**src/rtl/glb_bank_arbiter.sv**
```systemverilog
// rtl/glb_bank_arbiter.sv - round-robin single-port bank arbiter with tagged read responses
// Optional feature macro: GLB_BANK_ARB_PROC_PRIO_EN (requester 0 gets fixed top priority)
module glb_bank_arbiter #(
  parameter int NUM_REQ         = 4,
  parameter int ADDR_WIDTH      = 17,
  parameter int DATA_WIDTH      = 64,
  parameter int STRB_WIDTH      = 8,
  parameter int BANK_RD_LATENCY = 2
) (
  input  logic                             clk,
  input  logic                             reset,
  input  logic                             clk_en,
  input  logic [NUM_REQ-1:0]               req_valid,
  input  logic [NUM_REQ-1:0]               req_wr,
  input  logic [NUM_REQ*ADDR_WIDTH-1:0]    req_addr,
  input  logic [NUM_REQ*DATA_WIDTH-1:0]    req_data,
  input  logic [NUM_REQ*STRB_WIDTH-1:0]    req_strb,
  output logic [NUM_REQ-1:0]               req_ready,
  output logic                             bank_wr_en,
  output logic                             bank_rd_en,
  output logic [ADDR_WIDTH-1:0]            bank_addr,
  output logic [DATA_WIDTH-1:0]            bank_data,
  output logic [STRB_WIDTH-1:0]            bank_strb,
  input  logic [DATA_WIDTH-1:0]            bank_rd_data,
  output logic [NUM_REQ-1:0]               rdrs_valid,
  output logic [DATA_WIDTH-1:0]            rdrs_data,
  output logic                             busy
);

  localparam int TAG_W  = $clog2(NUM_REQ);
  localparam int PIPE_D = BANK_RD_LATENCY + 1;
  localparam logic [TAG_W:0] NUM_REQ_W = (TAG_W+1)'(NUM_REQ);

  logic [TAG_W-1:0]      rr_ptr_q, rr_ptr_d;
  logic [TAG_W-1:0]      gnt_idx;
  logic [TAG_W:0]        cand;
  logic                  gnt_found;

  logic                  wr_en_q, rd_en_q;
  logic [ADDR_WIDTH-1:0] addr_q;
  logic [DATA_WIDTH-1:0] data_q;
  logic [STRB_WIDTH-1:0] strb_q;
  logic [TAG_W-1:0]      tag_q;

  logic                  pipe_vld_q [PIPE_D];
  logic [TAG_W-1:0]      pipe_tag_q [PIPE_D];
  logic [DATA_WIDTH-1:0] rdrs_data_q;

  logic                  sel_wr;
  logic [ADDR_WIDTH-1:0] sel_addr;
  logic [DATA_WIDTH-1:0] sel_data;
  logic [STRB_WIDTH-1:0] sel_strb;

  // Grant search: first valid requester after rr_ptr, wrapping; blocked while stalled or in reset
  always_comb begin
    gnt_found = 1'b0;
    gnt_idx   = '0;
    cand      = '0;
    for (int k = 1; k <= NUM_REQ; k++) begin
      cand = {1'b0, rr_ptr_q} + (TAG_W+1)'(k);
      if (cand >= NUM_REQ_W) cand = cand - NUM_REQ_W;
`ifdef GLB_BANK_ARB_PROC_PRIO_EN
      if (!gnt_found && (cand != '0) && req_valid[cand[TAG_W-1:0]]) begin
`else
      if (!gnt_found && req_valid[cand[TAG_W-1:0]]) begin
`endif
        gnt_found = 1'b1;
        gnt_idx   = cand[TAG_W-1:0];
      end
    end
`ifdef GLB_BANK_ARB_PROC_PRIO_EN
    // Processor overrides the rotation and leaves the pointer alone
    if (req_valid[0]) begin
      gnt_found = 1'b1;
      gnt_idx   = '0;
    end
`endif
    if (!clk_en || reset) gnt_found = 1'b0;
    req_ready = '0;
    if (gnt_found) req_ready[gnt_idx] = 1'b1;
    rr_ptr_d = rr_ptr_q;
`ifdef GLB_BANK_ARB_PROC_PRIO_EN
    if (gnt_found && (gnt_idx != '0)) rr_ptr_d = gnt_idx;
`else
    if (gnt_found) rr_ptr_d = gnt_idx;
`endif
  end

  assign sel_wr   = req_wr[gnt_idx];
  assign sel_addr = req_addr[gnt_idx*ADDR_WIDTH +: ADDR_WIDTH];
  assign sel_data = req_data[gnt_idx*DATA_WIDTH +: DATA_WIDTH];
  assign sel_strb = req_strb[gnt_idx*STRB_WIDTH +: STRB_WIDTH];

  // Command stage register and pointer update; everything holds while clk_en is low
  always_ff @(posedge clk or posedge reset) begin
    if (reset) begin
      rr_ptr_q <= TAG_W'(NUM_REQ-1);
      wr_en_q  <= 1'b0;
      rd_en_q  <= 1'b0;
      addr_q   <= '0;
      data_q   <= '0;
      strb_q   <= '0;
      tag_q    <= '0;
    end else if (clk_en) begin
      rr_ptr_q <= rr_ptr_d;
      wr_en_q  <= gnt_found & sel_wr;
      rd_en_q  <= gnt_found & ~sel_wr;
      if (gnt_found) begin
        addr_q <= sel_addr;
        data_q <= sel_data;
        strb_q <= sel_strb;
        tag_q  <= gnt_idx;
      end
    end
  end

  // Tag pipeline tracks each bank read across the SRAM latency plus the response register
  always_ff @(posedge clk or posedge reset) begin
    if (reset) begin
      for (int i = 0; i < PIPE_D; i++) begin
        pipe_vld_q[i] <= 1'b0;
        pipe_tag_q[i] <= '0;
      end
    end else if (clk_en) begin
      pipe_vld_q[0] <= rd_en_q;
      pipe_tag_q[0] <= tag_q;
      for (int i = 1; i < PIPE_D; i++) begin
        pipe_vld_q[i] <= pipe_vld_q[i-1];
        pipe_tag_q[i] <= pipe_tag_q[i-1];
      end
    end
  end

  // Response data register captures bank output the cycle it becomes valid
  always_ff @(posedge clk or posedge reset) begin
    if (reset) begin
      rdrs_data_q <= '0;
    end else if (clk_en && pipe_vld_q[BANK_RD_LATENCY-1]) begin
      rdrs_data_q <= bank_rd_data;
    end
  end

  // Response valid decode and in-flight indication
  always_comb begin
    rdrs_valid = '0;
    if (pipe_vld_q[PIPE_D-1]) rdrs_valid[pipe_tag_q[PIPE_D-1]] = 1'b1;
    busy = wr_en_q | rd_en_q;
    for (int i = 0; i < PIPE_D; i++) busy = busy | pipe_vld_q[i];
  end

  assign bank_wr_en = wr_en_q & clk_en;
  assign bank_rd_en = rd_en_q & clk_en;
  assign bank_addr  = addr_q;
  assign bank_data  = data_q;
  assign bank_strb  = strb_q;
  assign rdrs_data  = rdrs_data_q;

endmodule

```
**config.mk**
```make
export PLATFORM = sky130hd
export DESIGN_NAME = glb_bank_arbiter
export DESIGN_NICKNAME = d
export VERILOG_FILES = /design/src/rtl/glb_bank_arbiter.sv
export SDC_FILE = /design/constraint.sdc
export NUM_CORES = 1
export LEC_CHECK = 0
export ABC_AREA = 0
export BUFFER_PORTS_ARGS = -buffer_cell sky130_fd_sc_hd__buf_2
export CAP_MARGIN = 5
export CORE_AREA = 2 2 234 236
export DETAILED_ROUTE_END_ITERATION = 10
export DIE_AREA = 0 0 236 238
export HOLD_SLACK_MARGIN = 0.03
export RECOVER_POWER = 50
export SETUP_SLACK_MARGIN = 0.4
export SLEW_MARGIN = 20
export SYNTH_ARGS = -nofsm -noshare
export SYNTH_HDL_FRONTEND = slang
export SYNTH_SLANG_ARGS = --single-unit
```
**constraint.sdc**
```tcl
create_clock -name clk -period 6.3 [get_ports clk]
set_input_delay 0.63 -clock clk [delete_from_list [all_inputs] [get_ports clk]]
set_output_delay 0.63 -clock clk [all_outputs]
set_load 0.1 [all_outputs]
```
==> results.txt <==
----------------------------------------------------
[Synthesis]
  Yosys cell types ... 40
  Cells after Synth ... 942
  Number of synthesis warnings ... 0
  Sequential area share after synthesis ... 46.1%
  FF+latch count, synth ... 168
  Post-Synthesis Net Count ... 1,373
  Average size of a mapped cell ... 9.69 um^2
  Synthesized area ... 9130 um^2

[Global route]
  Congestion Overflow GR ... 0
  Pin count of the biggest net entering global routing ... 96
  Aggregate global-route resource usage ... 14.0%
  Global-route wire length before repair ... 58.8 mm
  Antenna violations before repair ... 7
  Number of global-route vias before repair ... 9,883

[Critical path]
  Logic depth of the worst register-to-register path ... 3
  Kind of cell adding the most delay to the critical path ... buffers and inverters
  Critical path endpoint ... bank_data[46]
  Most Frequent Cell on Critical Path ... clkbuf_1
  Worst path arrival time ... 3710 ps
  Slowest CP cell ... clkbuf_1
  Worst setup path start ... reset
  Critical Path, Cell by Cell ... clkbuf_1, clkinvlp_2, buf_4, clkbuf_1
  Startpoint types ... primary input
  Reg2Reg Setup Slack ... 2810 ps
  Required time of the worst setup path ... 6180 ps
  Terminus of the critical flop-to-flop path ... pipe_vld_q[0]
  Delay of the slowest cell on the worst path ... 2200 ps
  Critical setup path kind ... primary input to asynchronous set/reset pin
  Beginning of the worst register-to-register path ... pipe_vld_q[1]
  Crit path depth ... 4
  Biggest fanout along the worst timing path ... 58
  Number of buffer and inverter instances along the worst setup path ... 4
  Critical path endpoint category ... asynchronous set/reset pin

[Finish]
  Register area ... 4210 um^2
  Area overhead of the layout relative to synthesis ... 44.5%
  Area occupied by multi-input gates ... 4510 um^2
  Fraction of layout instances using a drive strength above 1 ... 44.3%
  Net total in the final layout ... 1,902
  Filler Cell Count ... 5,870

[Power]
  Power density relative to cell area ... 530 nW/um^2
  Sw Share ... 60.9%
  Net switching power ... 4.25 mW
  Static Leakage ... 6.11 nW
  Relative contribution of sequential cells to total power ... 24.1%
  Worst IR Drop VDD ... 0.336 mV
  Internal ... 2.73 mW
  Part of the power in combinational logic ... 60.9%
  Clock group share of total power ... 15.0%

[Routing]
  Remaining routing DRC violations ... 0
  Post-detailed-routing wire length ... 40.6 mm
  Count of antenna-violating nets left after detailed routing ... 0
  Wirelength per Cell ... 18.6 um
  Count of vias placed by the detailed router ... 9,854
  Count of routing violations after the opening detailed-route iteration ... 503
  Avg Vias per Cell ... 4.52
  DR pass1 iterations ... 5

[Floorplanning]
  Initial core utilization ... 17.1%
  Number of cell rows ... 85
  Area of the die ... 56,200 um^2
  Height of the chip ... 238 um
  Width of the die ... 236 um
  Number of placed I/O pins ... 595
  Core footprint ... 53,500 um^2

[Placement]
  Number of port buffers ... 594
  GP Congestion ... 0.876
  Pre-CTS setup slack ... 2670 ps
  Post-detailed-placement half-perimeter wirelength ... 30.9 mm

[Clock network]
  Num CTS Buffers ... 17
  H-tree lvl count ... 4
  Clock Latency Late Sink ... 460 ps
  Number of cells upsized or downsized after cts ... 0
  Number of setup buffers added after CTS ... 0
  Hold buffers post-CTS ... 0
  CTS clock-pin slew for the worst setup and hold paths ... 70 ps
  Sinks on the clock net ... 168
  TritonCTS clock tree ... yes
  Number of buffers between clock root and the deepest sink ... 2
  Clock tree root driver cell ... clkbuf_16

[Timing]
  Clock period minus final worst setup slack ... 3820 ps
  Relative slew slack ... -123%
  Unrepaired setup endpoints after global routing ... no
  Final period utilization ... 60.7%
  Number of pins exceeding their max-slew limit in the final report ... 160
  Final hold violation count ... 0
  Slew @ Worst Pin ... 3340 ps
  Fin Setup TNS ... 0 ps
  Final setup skew ... 11.4 ps
  Final worst slack ... 2480 ps
  # setup viols final ... 0
  Achievable Freq ... 262 MHz

[Worst hold path]
  Worst min path class ... primary input to asynchronous set/reset pin

[Flow run]
  Max-capacitance violation count ... 3

[Outcome]
  Violations in the final reports ... max-capacitance violations, max-slew violations
  Run status ... complete, but fails checks

----------------------------------------------------
[flip-flops by register name, summed over array words and instances, names as in the netlist, 2 cells and up]
register and count:
pipe_vld_q 3, bank_data 64, rdrs_data 64, pipe_tag_q 6
tag_q 2, bank_addr 17, rr_ptr_q 2, bank_strb 8
[area by class of cell]
class / instances / share of cell area (%)
multi-input cells: 671 / 34.2
well taps: 696 / 6.60
flip-flops and latches: 168 / 31.9
repair buffers: 610 / 22.7
clock buffers: 18 / 3.33
inverters: 3 / 0.0949
clock inverters: 13 / 1.09
diodes: 3 / 0.0569
[worst min path at each step]
stage | start | endpoint | slack (ps)
final | reset | bank_strb[5] | 400
after global routing | bank_rd_data[43] | rdrs_data[43] | 360
after CTS | bank_rd_data[43] | rdrs_data[43] | 340
after detailed placement | tag_q[1] | tag_q[1] | 470
after global placement | tag_q[1] | tag_q[1] | 460
after floorplan | tag_q[1] | tag_q[1] | 440
[worst reg2reg max path, cell delays in order, from the launching register on]
cell      delay, ps
dfrtp_1         400
nand2_2          70
clkbuf_1       2360
o21ai_0         370
[stage by stage]
step / total power, mW / cell area (um^2) / util (%) / hold slack, ps / std cells
2_1_floorplan: 5.13 / 9130 / - / 444 / 942
3_3_place_gp: 5.96 / 12700 / 23.8 / 462 / 2148
3_5_place_dp: 6.01 / 12700 / 23.8 / 471 / 2148
4_1_cts: 7.10 / 13300 / 24.8 / 339 / 2179
5_1_grt: 7.27 / 13200 / 24.6 / 357 / 2182
6_report: 6.99 / 13200 / 24.6 / 396 / 2182
[cell usage after synthesis]
| library cell | number | area share, % |
|---|---|---|
| dfrtp_1 | 166 | 46 |
| and2_1 | 5 | 0.34 |
| and3_1 | 91 | 6.2 |
| nor3b_1 | 1 | 0.082 |
| a21oi_1 | 92 | 5.0 |
| buf_4 | 5 | 0.41 |
| nand2_4 | 1 | 0.12 |
| nand2b_1 | 2 | 0.14 |
| nand3_1 | 1 | 0.055 |
| o22ai_1 | 1 | 0.069 |
| inv_1 | 3 | 0.12 |
| o21ai_1 | 70 | 3.8 |
| clkbuf_2 | 1 | 0.055 |
| o21ai_0 | 22 | 1.2 |
| o211a_1 | 1 | 0.11 |
| mux2i_1 | 1 | 0.11 |
| a221oi_1 | 89 | 8.5 |
| mux2_4 | 1 | 0.16 |
| a221o_1 | 1 | 0.11 |
| a2bb2oi_1 | 1 | 0.096 |
| nand2_1 | 12 | 0.49 |
| nor3_1 | 4 | 0.22 |
| nor4_1 | 1 | 0.069 |
| clkbuf_1 | 63 | 2.6 |
| and3b_1 | 1 | 0.096 |
| o211ai_1 | 1 | 0.082 |
| dfstp_2 | 2 | 0.58 |
| a31oi_4 | 2 | 0.47 |
| buf_1 | 1 | 0.041 |
| nor2b_1 | 2 | 0.14 |
| buf_2 | 29 | 1.6 |
| nand2_2 | 1 | 0.069 |
| buf_6 | 1 | 0.12 |
| nor2_1 | 96 | 3.9 |
| or2_1 | 1 | 0.069 |
| a21boi_0 | 90 | 7.4 |
| o221a_2 | 1 | 0.12 |
| mux2_2 | 73 | 9.0 |
| o221ai_1 | 2 | 0.19 |
| o21a_1 | 4 | 0.33 |
[cells in the final DEF (no fill, tap or decap), types with 2 or more instances in the layout]
master,instances
a21boi_0,90
a21oi_1,92
a221oi_1,89
a31oi_4,2
and2_1,4
and3_1,90
buf_2,524
buf_4,13
clkbuf_1,73
clkbuf_16,17
clkinv_4,2
clkinv_8,2
clkinvlp_4,5
dfrtp_1,166
dfstp_2,2
diode_2,3
inv_1,2
inv_6,3
mux2_2,73
nand2_1,10
nand2_2,2
nand2_4,2
nand2b_1,2
nor2_1,96
nor2b_1,2
nor3_1,4
o21a_1,3
o21ai_0,22
o21ai_1,70
[power groups by stage]
| stage | clock [mW] | sequential, mW | combinational (mW) |
|---|---|---|---|
| floorplan | 0 | 4.25 | 0.880 |
| global placement | 0 | 1.67 | 4.29 |
| detailed placement | 0 | 1.69 | 4.32 |
| CTS | 1.10 | 1.67 | 4.32 |
| global route | 1.15 | 1.72 | 4.40 |
| finish | 1.05 | 1.68 | 4.26 |
[layer usage]
layer | vias up | track usage [%] | wire length [um]
met5 | - | 0 | 54
met4 | 8 | 5.91 | 1170
met3 | 65 | 3.73 | 2990
met2 | 516 | 23.3 | 19300
met1 | 4700 | 16.9 | 17100
li1 | 4565 | - | -
[cell families after synthesis]
group           count (synthesis)  share of synthesized area, %
mux                            75                          9.28
flops                         168                          46.1
simple gates                  219                          12.1
compound gates                377                          27.6
buf+inv                       103                          4.94
No activity file was read; power rests on OpenSTA's default activity.
